### config.mk
export PLATFORM = sky130hd
export DESIGN_NAME = grid_game_ctrl_flat
export DESIGN_NICKNAME = d
export VERILOG_FILES = /design/src/rtl/grid_game_if.sv /design/src/rtl/grid_game_ctrl.sv /design/src/flat_wrapper.sv
export SDC_FILE = /design/constraint.sdc
export NUM_CORES = 1
export LEC_CHECK = 0
export ABC_AREA = 1
export BUFFER_PORTS_ARGS = -buffer_cell sky130_fd_sc_hd__buf_2
export CAP_MARGIN = 20
export CORE_MARGIN = 10
export CORE_UTILIZATION = 60
export CTS_CLUSTER_SIZE = 16
export DETAILED_ROUTE_END_ITERATION = 10
export GPL_TIMING_DRIVEN = 0
export PLACE_DENSITY = 0.8
export SLEW_MARGIN = 20
export SYNTH_ARGS = -nofsm -noshare
export SYNTH_HDL_FRONTEND = slang
export SYNTH_SLANG_ARGS = --single-unit
### constraint.sdc
create_clock -name clk -period 6.1 [get_ports clk]
set_clock_uncertainty 0.1 [all_clocks]
set_input_delay 0.61 -clock clk [delete_from_list [all_inputs] [get_ports clk]]
set_output_delay 0.61 -clock clk [all_outputs]
set_load 0.01 [all_outputs]
### src/rtl/grid_game_if.sv
// Command/status bundle between a game front-end (master) and grid_game_ctrl (slave).
interface grid_game_if #(
  parameter int unsigned N = 3
);
  localparam int unsigned AW = $clog2(N*N);

  logic          new_game;
  logic          move_valid;
  logic [1:0]    move_dir;
  logic          place;
  logic [AW-1:0] rd_addr;
  logic [1:0]    rd_data;
  logic [AW-1:0] cursor;
  logic          turn;
  logic          busy;
  logic          place_err;
  logic [1:0]    winner;
  logic          game_over;

  modport master (
    output new_game, move_valid, move_dir, place, rd_addr,
    input  rd_data, cursor, turn, busy, place_err, winner, game_over
  );

  modport slave (
    input  new_game, move_valid, move_dir, place, rd_addr,
    output rd_data, cursor, turn, busy, place_err, winner, game_over
  );
endinterface

### src/rtl/grid_game_ctrl.sv
// Two-player N x N grid game controller: cursor, placement, fixed-latency
// K-in-a-row win/draw detection by walking outward from the placed cell.
module grid_game_ctrl #(
  parameter int unsigned N = 3,
  parameter int unsigned K = 3
) (
  input  logic        clk,
  input  logic        resetn,
  grid_game_if.slave  bus
);
  localparam int unsigned CELLS = N*N;
  localparam int unsigned AW    = $clog2(CELLS);
  localparam int unsigned RW    = $clog2(N);
  localparam int unsigned MW    = $clog2(CELLS+1);
  localparam int unsigned SW    = $clog2(K);
  localparam int unsigned CW    = $clog2(2*K);

  localparam logic [1:0] D_0 = 2'd0;
  localparam logic [1:0] D_P = 2'd1;
  localparam logic [1:0] D_M = 2'd2;

  typedef enum logic [1:0] {S_PLAY, S_CHECK, S_OVER} state_t;

  state_t               r_state, w_state_nxt;
  logic [CELLS-1:0][1:0] r_board;
  logic [RW-1:0]        r_row, r_col;
  logic                 r_turn;
  logic [MW-1:0]        r_moves;
  logic [1:0]           r_winner;
  logic                 r_busy, r_place_err, r_game_over;

  // check walker state
  logic [1:0]           r_mark;
  logic [RW-1:0]        r_pr, r_pc, r_wr, r_wc;
  logic [1:0]           r_axis;
  logic                 r_neg, r_alive, r_win;
  logic [SW-1:0]        r_step;
  logic [CW-1:0]        r_cnt;

  logic [AW-1:0]        w_cur_idx, w_nidx;
  logic [1:0]           w_dr, w_dc;
  logic [RW-1:0]        w_nr, w_nc;
  logic                 w_edge, w_hit, w_axis_win, w_win_total;
  logic [CW-1:0]        w_cnt_nxt;
  logic                 w_accept, w_reject, w_do_move, w_walk_end, w_last;

  function automatic logic [1:0] flip_dir(input logic [1:0] d);
    return (d == D_P) ? D_M : ((d == D_M) ? D_P : D_0);
  endfunction

  assign w_cur_idx     = AW'(r_row) * AW'(N) + AW'(r_col);
  assign bus.cursor    = w_cur_idx;
  assign bus.rd_data   = ({1'b0, bus.rd_addr} < (AW+1)'(CELLS)) ? r_board[bus.rd_addr] : 2'b00;
  assign bus.turn      = r_turn;
  assign bus.busy      = r_busy;
  assign bus.place_err = r_place_err;
  assign bus.winner    = r_winner;
  assign bus.game_over = r_game_over;

  // axis order: horizontal, vertical, main diagonal, anti-diagonal
  always_comb begin
    w_dr = D_0;
    w_dc = D_P;
    case (r_axis)
      2'd0:    begin w_dr = D_0; w_dc = D_P; end
      2'd1:    begin w_dr = D_P; w_dc = D_0; end
      2'd2:    begin w_dr = D_P; w_dc = D_P; end
      default: begin w_dr = D_P; w_dc = D_M; end
    endcase
    if (r_neg) begin
      w_dr = flip_dir(w_dr);
      w_dc = flip_dir(w_dc);
    end
  end

  // one walk step: edge test before moving keeps row/col inside 0..N-1
  always_comb begin
    w_edge = ((w_dr == D_P) && (r_wr == RW'(N-1))) || ((w_dr == D_M) && (r_wr == '0)) ||
             ((w_dc == D_P) && (r_wc == RW'(N-1))) || ((w_dc == D_M) && (r_wc == '0));
    w_nr = r_wr;
    w_nc = r_wc;
    if (w_dr == D_P)      w_nr = r_wr + RW'(1);
    else if (w_dr == D_M) w_nr = r_wr - RW'(1);
    if (w_dc == D_P)      w_nc = r_wc + RW'(1);
    else if (w_dc == D_M) w_nc = r_wc - RW'(1);
    w_nidx      = w_edge ? '0 : (AW'(w_nr) * AW'(N) + AW'(w_nc));
    w_hit       = r_alive && !w_edge && (r_board[w_nidx] == r_mark);
    w_cnt_nxt   = r_cnt + CW'(w_hit);
    w_axis_win  = (w_cnt_nxt >= CW'(K));
    w_win_total = r_win || w_axis_win;
  end

  always_ff @(posedge clk) begin
    if (!resetn || bus.new_game) r_state <= S_PLAY;
    else                         r_state <= w_state_nxt;
  end

  always_comb begin
    w_state_nxt = r_state;
    w_accept    = 1'b0;
    w_reject    = 1'b0;
    w_do_move   = 1'b0;
    w_walk_end  = (r_step == SW'(K-2));
    w_last      = w_walk_end && r_neg && (r_axis == 2'd3);
    case (r_state)
      S_PLAY: begin
        if (bus.place) begin
          if (r_board[w_cur_idx] == 2'b00) begin
            w_accept    = 1'b1;
            w_state_nxt = S_CHECK;
          end else begin
            w_reject = 1'b1;
          end
        end else if (bus.move_valid) begin
          w_do_move = 1'b1;
        end
      end
      S_CHECK: begin
        if (w_last)
          w_state_nxt = (w_win_total || (r_moves == MW'(CELLS))) ? S_OVER : S_PLAY;
      end
      S_OVER:  w_state_nxt = S_OVER;
      default: w_state_nxt = S_PLAY;
    endcase
  end

  always_ff @(posedge clk) begin
    if (!resetn || bus.new_game) begin
      r_board     <= '0;
      r_row       <= '0;
      r_col       <= '0;
      r_turn      <= 1'b0;
      r_moves     <= '0;
      r_winner    <= 2'b00;
      r_busy      <= 1'b0;
      r_place_err <= 1'b0;
      r_game_over <= 1'b0;
      r_mark      <= 2'b00;
      r_pr        <= '0;
      r_pc        <= '0;
      r_wr        <= '0;
      r_wc        <= '0;
      r_axis      <= '0;
      r_neg       <= 1'b0;
      r_alive     <= 1'b0;
      r_win       <= 1'b0;
      r_step      <= '0;
      r_cnt       <= '0;
    end else begin
      r_place_err <= w_reject;
      r_busy      <= (w_state_nxt == S_CHECK);
      if (w_do_move) begin
        case (bus.move_dir)
          2'b00:   if (r_row != '0)         r_row <= r_row - RW'(1);
          2'b01:   if (r_row != RW'(N-1))   r_row <= r_row + RW'(1);
          2'b10:   if (r_col != RW'(N-1))   r_col <= r_col + RW'(1);
          default: if (r_col != '0)         r_col <= r_col - RW'(1);
        endcase
      end
      if (w_accept) begin
        r_board[w_cur_idx] <= r_turn ? 2'b10 : 2'b01;
        r_mark  <= r_turn ? 2'b10 : 2'b01;
        r_moves <= r_moves + MW'(1);
        r_pr    <= r_row;
        r_pc    <= r_col;
        r_wr    <= r_row;
        r_wc    <= r_col;
        r_axis  <= '0;
        r_neg   <= 1'b0;
        r_step  <= '0;
        r_alive <= 1'b1;
        r_cnt   <= CW'(1);
        r_win   <= 1'b0;
      end
      // walks always spend their full budget; a stopped walk just stops counting
      if (r_state == S_CHECK) begin
        if (w_walk_end) begin
          r_step  <= '0;
          r_wr    <= r_pr;
          r_wc    <= r_pc;
          r_alive <= 1'b1;
          if (r_neg) begin
            r_neg  <= 1'b0;
            r_axis <= r_axis + 2'd1;
            r_cnt  <= CW'(1);
            r_win  <= w_win_total;
          end else begin
            r_neg  <= 1'b1;
            r_cnt  <= w_cnt_nxt;
          end
        end else begin
          r_step <= r_step + SW'(1);
          r_cnt  <= w_cnt_nxt;
          if (w_hit) begin
            r_wr <= w_nr;
            r_wc <= w_nc;
          end else begin
            r_alive <= 1'b0;
          end
        end
        if (w_last) begin
          if (w_win_total) begin
            r_winner    <= r_mark;
            r_game_over <= 1'b1;
          end else if (r_moves == MW'(CELLS)) begin
            r_winner    <= 2'b11;
            r_game_over <= 1'b1;
          end else begin
            r_turn <= ~r_turn;
          end
        end
      end
    end
  end
endmodule

### src/flat_wrapper.sv
// flat-port wrapper written by rule: the top's interface ports become plain ports
module grid_game_ctrl_flat 
#(
  parameter int unsigned N = 3,
  parameter int unsigned K = 3
)
  (clk, resetn, bus_new_game, bus_move_valid, bus_move_dir, bus_place, bus_rd_addr, bus_rd_data, bus_cursor, bus_turn, bus_busy, bus_place_err, bus_winner, bus_game_over);
  grid_game_if #(.N(N)) bus_i ();
  input  logic clk;
  input  logic resetn;
  input wire logic [$bits(bus_i.new_game)-1:0] bus_new_game;
  input wire logic [$bits(bus_i.move_valid)-1:0] bus_move_valid;
  input wire logic [$bits(bus_i.move_dir)-1:0] bus_move_dir;
  input wire logic [$bits(bus_i.place)-1:0] bus_place;
  input wire logic [$bits(bus_i.rd_addr)-1:0] bus_rd_addr;
  output wire logic [$bits(bus_i.rd_data)-1:0] bus_rd_data;
  output wire logic [$bits(bus_i.cursor)-1:0] bus_cursor;
  output wire logic [$bits(bus_i.turn)-1:0] bus_turn;
  output wire logic [$bits(bus_i.busy)-1:0] bus_busy;
  output wire logic [$bits(bus_i.place_err)-1:0] bus_place_err;
  output wire logic [$bits(bus_i.winner)-1:0] bus_winner;
  output wire logic [$bits(bus_i.game_over)-1:0] bus_game_over;
  assign bus_i.new_game = bus_new_game;
  assign bus_i.move_valid = bus_move_valid;
  assign bus_i.move_dir = bus_move_dir;
  assign bus_i.place = bus_place;
  assign bus_i.rd_addr = bus_rd_addr;
  assign bus_rd_data = bus_i.rd_data;
  assign bus_cursor = bus_i.cursor;
  assign bus_turn = bus_i.turn;
  assign bus_busy = bus_i.busy;
  assign bus_place_err = bus_i.place_err;
  assign bus_winner = bus_i.winner;
  assign bus_game_over = bus_i.game_over;
  grid_game_ctrl #(.N(N), .K(K)) u_core (.clk(clk), .resetn(resetn), .bus(bus_i));
endmodule
==> flow_summary.toml, run 1 <==
[worst_setup_path]
crit_arrival_ns = 5.63
start_kind = "register"
reg2reg_depth = 34
crit_buf_inv = 9
cp-end-kind = "register"
startpoint = "u_core.r_axis[0]$_SDFF_PP0_"
crit_type = "reg -> reg"
max_stage_delay_ns = 0.49
r2r_start = "u_core.r_axis[0]$_SDFF_PP0_"
r2r_slack_ns = 0.56
critPathSlowestCell = "fa_1"
cp_max_fo = 5
cp_common_cell = "inv_1"
crit_end = "u_core.bus.winner[1]$_SDFFE_PP0P_"
cp_num_cells = 34
cp.required_ns = 6.19
reg2reg_to = "u_core.bus.winner[1]$_SDFFE_PP0P_"
crit_family = "adder cells"

[detailed_routing]
vias = 3296
antenna_left = 0
drc = 0
via_per_inst = 5.65
drt_iter0_drc = 361
post_drt_wl_per_cell_um = 15.0
drt-total-wl_mm = 8.73
dr.pass1.iters = 5

[sta]
finalSetupViolCount = 0
slew_headroom = 0.579
period_needed_ns = 5.54
timing.final.crit_share = 0.907
maxSlewViolCount = 0
hold_viol = 0
rsz0062_at_grt = "false"
tns_ns = 0
fmax_mhz = 181
tightest_slew_ns = 0.631

[floorplanning]
die_h_um = 95.9
ioPinCount = 23
die_x_um = 95.9
start_util = 0.624
die_area_mm2 = 0.00919
rows = 27
core_mm2 = 0.00554

[clock_network]
numCtsBuffers = 5
htreeDepth = 2
cts.sinks = 54
clockBufferDepth = 2
cts.clk_slew.worst_paths_ns = 0.10
cts_root_buffer = "clkbuf_8"
clk_latency_ns = 0.31
cts_tree = "yes"

[power_and_ir_drop]
p_per_area_mw_per_mm2 = 172
power.internal_uw = 473
power_frac_seq = 0.557
leakage_uw = 0.00160
switching_share = 0.269
peakVddDrop_mv = 0.175
combPwrFrac = 0.124
p_sw_uw = 174
p_total_uw = 647
clkPwrFrac = 0.319

[yosys]
synthFlopType = "dfxtp_1"
yosysSeqAreaShare = 0.313
synth_seq_cells = 54
postSynthCellCount = 481
synthArstFlopShare = 0
syn_area_mm2 = 0.00345
synth.distinct_cells = 40
synth_warnings = 0
synth_edf_count = 0
postSynthAreaPerCell_um2 = 7.18
syn_nets = 513

[global_routing]
grt_start_max_net_pins = 17
grt_overflow_total = 0
antenna_found_initial = 0
grt_pass1_vias = 3076
grt_pass1_wl_mm = 14.7
track_usage = 0.196

[layout]
final_util = 0.677
fin_nets = 542
drive_gt1_frac = 0.137
fill_cells = 509
top_register = "u_core.r_board"
biggestRegsByFlops = "u_core.r_board: 18 flops, u_core.r_moves: 4 flops, u_core.r_cnt: 3 flops"
area_delta_synth_final_pct = 8.62
diodes = 0
largest_reg_flops = 18

[placement]
port_buffers = 22
place.gp.congestion = 0.981
hpwl_mm = 6.97

[run_status]
outcome = "completed"

[flow_run]
cap_violations = 0

[hold_path]
worstHoldPathType = "reg -> reg"
per-stage QoR:
step / worst slack, ns / area [um^2] / cells / hold WS (ns)
2_1_floorplan: 1.19 / 3450 / 481 / 0.322
3_3_place_gp: 0.755 / 3650 / 575 / 0.331
3_5_place_dp: 0.583 / 3650 / 575 / 0.354
4_1_cts: 0.562 / 3750 / 583 / 0.369
5_1_grt: 0.0295 / 3750 / 583 / 0.386
6_report: 0.564 / 3750 / 583 / 0.365
power by group through the flow:
| stage | Sequential, uW | Combinational (uW) | Clock, uW |
|---|---|---|---|
| final | 360 | 80.1 | 207 |
| after global routing | 361 | 89.7 | 221 |
| after CTS | 360 | 79.3 | 208 |
| after detailed placement | 369 | 79.0 | 0 |
| after global placement | 368 | 77.2 | 0 |
| after floorplan | 368 | 56.5 | 0 |
kinds of logic after synthesis:
family                   Yosys count  synth area share
AND/OR/NAND/NOR                  190             0.281
buffers and inverters            100             0.112
XOR/XNOR                           4            0.0101
adder cells (fa/ha/maj)           21            0.0848
flip-flops                        54             0.313
AO/OA/AOI/OAI                    112             0.198
cell type report:
class                           count  area, um^2  share of cell area
Buffer                             13        61.3              0.0163
Multi-Input combinational cell    327        1990               0.530
Inverter                           87         327              0.0870
Tap cell                           72        90.1              0.0240
Timing Repair Buffer               22         110              0.0293
Clock inverter                      2        12.5             0.00333
Sequential cell                    54        1080               0.288
Clock buffer                        6        82.6              0.0220
repair_timing:
| item | in CTS | in global routing |
|---|---|---|
| hold buffers | 0 | 0 |
| setup buffers | 0 | 0 |
| setup endpoints to repair | 0 | 1 |
| resized for setup | 0 | 1 |
layout by cell type (no fill, tap or decap), types with 7 or more instances in the layout:
cell and instances:
inv_1 83, a21oi_1 44, a211oi_1 7, o21ai_0 30
nand3_1 32, buf_2 26, clkbuf_1 8, dfxtp_1 54
nand4_1 8, nor2_1 38, nand2_2 8, nand2_1 76
ha_1 16
worst min-delay path by stage:
stage | from | end | slack [ns] | depth (start not counted)
3_5_place_dp | u_core.r_step[0]$_SDFFE_PP0P_ | u_core.r_step[0]$_SDFFE_PP0P_ | 0.35 | 2
4_1_cts | u_core.r_step[0]$_SDFFE_PP0P_ | u_core.r_step[0]$_SDFFE_PP0P_ | 0.37 | 2
6_report | u_core.r_step[0]$_SDFFE_PP0P_ | u_core.r_step[0]$_SDFFE_PP0P_ | 0.37 | 2
3_3_place_gp | u_core.r_step[1]$_SDFFE_PP0P_ | u_core.r_step[1]$_SDFFE_PP0P_ | 0.33 | 2
2_1_floorplan | u_core.r_step[1]$_SDFFE_PP0P_ | u_core.r_step[1]$_SDFFE_PP0P_ | 0.32 | 2
5_1_grt | u_core.r_step[0]$_SDFFE_PP0P_ | u_core.r_step[0]$_SDFFE_PP0P_ | 0.39 | 2
Yosys cell counts (all sizes together), types with 6 or more instances:
cell / number / area (um^2)
nor2: 46 / 221
nand2: 86 / 358
a211oi: 7 / 52.6
a21oi: 45 / 236
o21ai: 32 / 160
nor3: 6 / 30.0
dfxtp: 54 / 1080
clkbuf: 8 / 30.0
nand3: 39 / 260
nand4: 10 / 83.8
ha: 17 / 213
inv: 86 / 323
metal layers:
metal,track usage,routed length [um],up-vias,share of wire
li1,-,-,1642,-
met1,0.260,3950,1504,0.45
met2,0.324,4040,132,0.46
met3,0.0335,601,18,0.069
met4,0.0430,142,0,0.016
met5,0,0,-,0
worst reg2reg max path, delay by kind of cell, from the launching register on:
| kind | cells | cell delay, ns |
|---|---|---|
| flip-flops | 1 | 0.33 |
| AO/OA/AOI/OAI | 6 | 0.99 |
| buffers and inverters | 9 | 0.76 |
| adder cells (fa/ha/maj) | 6 | 1.77 |
| AND/OR/NAND/NOR | 12 | 1.34 |
| XOR/XNOR | 1 | 0.11 |
(Power assumes the default switching activity.)
==> run 2, diff against run 1 <==
- CORE_MARGIN: 10 -> 2
==> run 2 against run 1 <==
Combinational power decreased by 0.5%. Cell area about the same. Via count up 1.0%. First-iteration DRC count down 30%. Routed wire length decreased by 2.0%. Largest cell class unchanged. Register-to-register slack worse by 0.04 ns. Die area fell by 31%. Global-route usage grew 8.9 points. Worst setup slack worse by 0.042 ns. Sequential share of layout area hardly changed. Critical endpoint is now u_core.bus.winner[0]$_SDFFE_PP0P_. Critical path depth decreased by 1. Flip-flop and latch count did not move.
==> flow_summary.toml, run 2 (same netlist as run 1, synthesis figures left out) <==
[run_status]
outcome = "completed"

[detailed_routing]
drt_iter0_drc = 253
via_per_inst = 5.71
post_drt_wl_per_cell_um = 14.7
dr.pass1.iters = 5
drt-total-wl_mm = 8.56
drc = 0
vias = 3330
antenna_left = 0

[worst_setup_path]
start_kind = "register"
crit_type = "reg -> reg"
max_stage_delay_ns = 0.50
critPathSlowestCell = "fa_1"
reg2reg_to = "u_core.bus.winner[0]$_SDFFE_PP0P_"
cp.required_ns = 6.19
crit_arrival_ns = 5.67
reg2reg_depth = 33
cp_common_cell = "inv_1"
r2r_slack_ns = 0.52
r2r_start = "u_core.r_axis[1]$_SDFF_PP0_"
cp-end-kind = "register"
cp_max_fo = 5

[clock_network]
htreeDepth = 2
cts_root_buffer = "clkbuf_8"
ctsResizeCount = 0
postCtsSetupBuffers = 0
clockBufferDepth = 2
cts.clk_slew.worst_paths_ns = 0.10
ctsHoldBuffers = 0
numCtsBuffers = 5
clk_latency_ns = 0.31
cts_tree = "yes"
cts.sinks = 54

[global_routing]
grt_overflow_total = 0
track_usage = 0.285
grt_pass1_vias = 3050
top_usage_layer = "met2"
grt_start_max_net_pins = 17
use_met3 = 0.0396
use_met2 = 0.449
antenna_found_initial = 0
gr-usage-met1 = 0.396
grt_pass1_wl_mm = 14.4

[placement]
port_buffers = 22
pre_cts_ws_ns = 0.583
hpwl_mm = 6.63
place.gp.congestion = 0.975

[sta]
hold_viol = 0
timing.final.crit_share = 0.914
maxSlewViolCount = 0
finalSetupViolCount = 0
fmax_mhz = 179
slew_headroom = 0.591
tightest_slew_ns = 0.614
worst_hold_slack_ns = 0.365
rsz0062_at_grt = "false"
setup_slack_ns = 0.522
tns_ns = 0
period_needed_ns = 5.58

[layout]
fin_nets = 542
final_common_cell = "inv_1"
largest_reg_flops = 18
drive_gt1_frac = 0.135
final_cell_mix = "inv_1 (83), nand2_1 (76), dfxtp_1 (54), a21oi_1 (44), nor2_1 (38)"
diodes = 0
biggestRegsByFlops = "u_core.r_board: 18 flops, u_core.r_moves: 4 flops, u_core.r_cnt: 3 flops"
top_register = "u_core.r_board"
area_delta_synth_final_pct = 8.55

[floorplanning]
die_h_um = 79.9
ioPinCount = 23
die_x_um = 79.9
rows = 27
start_util = 0.624
core_mm2 = 0.00554
die_area_mm2 = 0.00638

[power_and_ir_drop]
power.internal_uw = 473
p_total_uw = 650
power_frac_seq = 0.555
leakage_uw = 0.00161
peakVddDrop_mv = 0.187
p_per_area_mw_per_mm2 = 173
switching_share = 0.272
clkPwrFrac = 0.323
combPwrFrac = 0.123
p_sw_uw = 177

[flow_run]
cap_violations = 0

[hold_path]
worstHoldPathType = "reg -> reg"
hold_depth = 2
worstHoldStart = "u_core.r_step[0]$_SDFFE_PP0P_"
holdPathEnd = "u_core.r_step[0]$_SDFFE_PP0P_"
[run 2: changes by cell type in the layout (fill, tap and decap cells not counted)]
cell	delta
ha_1	+1
ha_2	-1
[run 2: critical path: cells and delay by family, from the launching register on]
kind                     cells  cell delay, ns
AO/OA/AOI/OAI                7            1.08
XOR/XNOR                     1            0.11
adder cells (fa/ha/maj)      6            1.76
buffers and inverters        9            0.72
flip-flops                   1            0.41
AND/OR/NAND/NOR             10            1.30
[run 2: power groups by stage]
stage               logic (uW)  clock network [uW]  registers [uW]
floorplan                 56.5                   0             368
global placement          76.6                   0             368
detailed placement        78.5                   0             369
CTS                       79.2                 208             360
global route              90.0                 221             361
finish                    79.7                 210             360
[run 2: how the worst max path moves through the flow]
stage / endpoint / slack [ns] / startpoint / cells past startpoint
floorplan: u_core.bus.winner[1]$_SDFFE_PP0P_ / 1.19 / u_core.r_axis[0]$_SDFF_PP0_ / 32
global placement: u_core.bus.winner[1]$_SDFFE_PP0P_ / 0.74 / u_core.r_axis[0]$_SDFF_PP0_ / 34
detailed placement: u_core.bus.winner[0]$_SDFFE_PP0P_ / 0.58 / u_core.r_axis[0]$_SDFF_PP0_ / 34
CTS: u_core.bus.winner[0]$_SDFFE_PP0P_ / 0.55 / u_core.r_axis[0]$_SDFF_PP0_ / 34
global route: u_core.bus.winner[1]$_SDFFE_PP0P_ / 0.08 / u_core.r_axis[1]$_SDFF_PP0_ / 33
finish: u_core.bus.winner[0]$_SDFFE_PP0P_ / 0.52 / u_core.r_axis[1]$_SDFF_PP0_ / 33
[run 2: layout make-up]
class,instances,area (um^2)
Sequential cell,54,1080
Tap cell,72,90.1
Multi-Input combinational cell,327,1990
Buffer,13,61.3
Clock inverter,2,12.5
Inverter,87,327
Fill cell,515,1790
Clock buffer,6,82.6
Timing Repair Buffer,22,110
[run 2: through the flow]
step           utilization  cell area [um^2]  std cells
2_1_floorplan            -              3450        481
3_3_place_gp         0.660              3650        575
3_5_place_dp         0.660              3650        575
4_1_cts              0.677              3750        583
5_1_grt              0.677              3750        583
6_report             0.677              3750        583
[run 2: layer usage]
| layer | vias up | part of all wire |
|---|---|---|
| met5 | - | 0 |
| met4 | 0 | 0.031 |
| met3 | 30 | 0.060 |
| met2 | 122 | 0.46 |
| met1 | 1525 | 0.45 |
| li1 | 1653 | - |
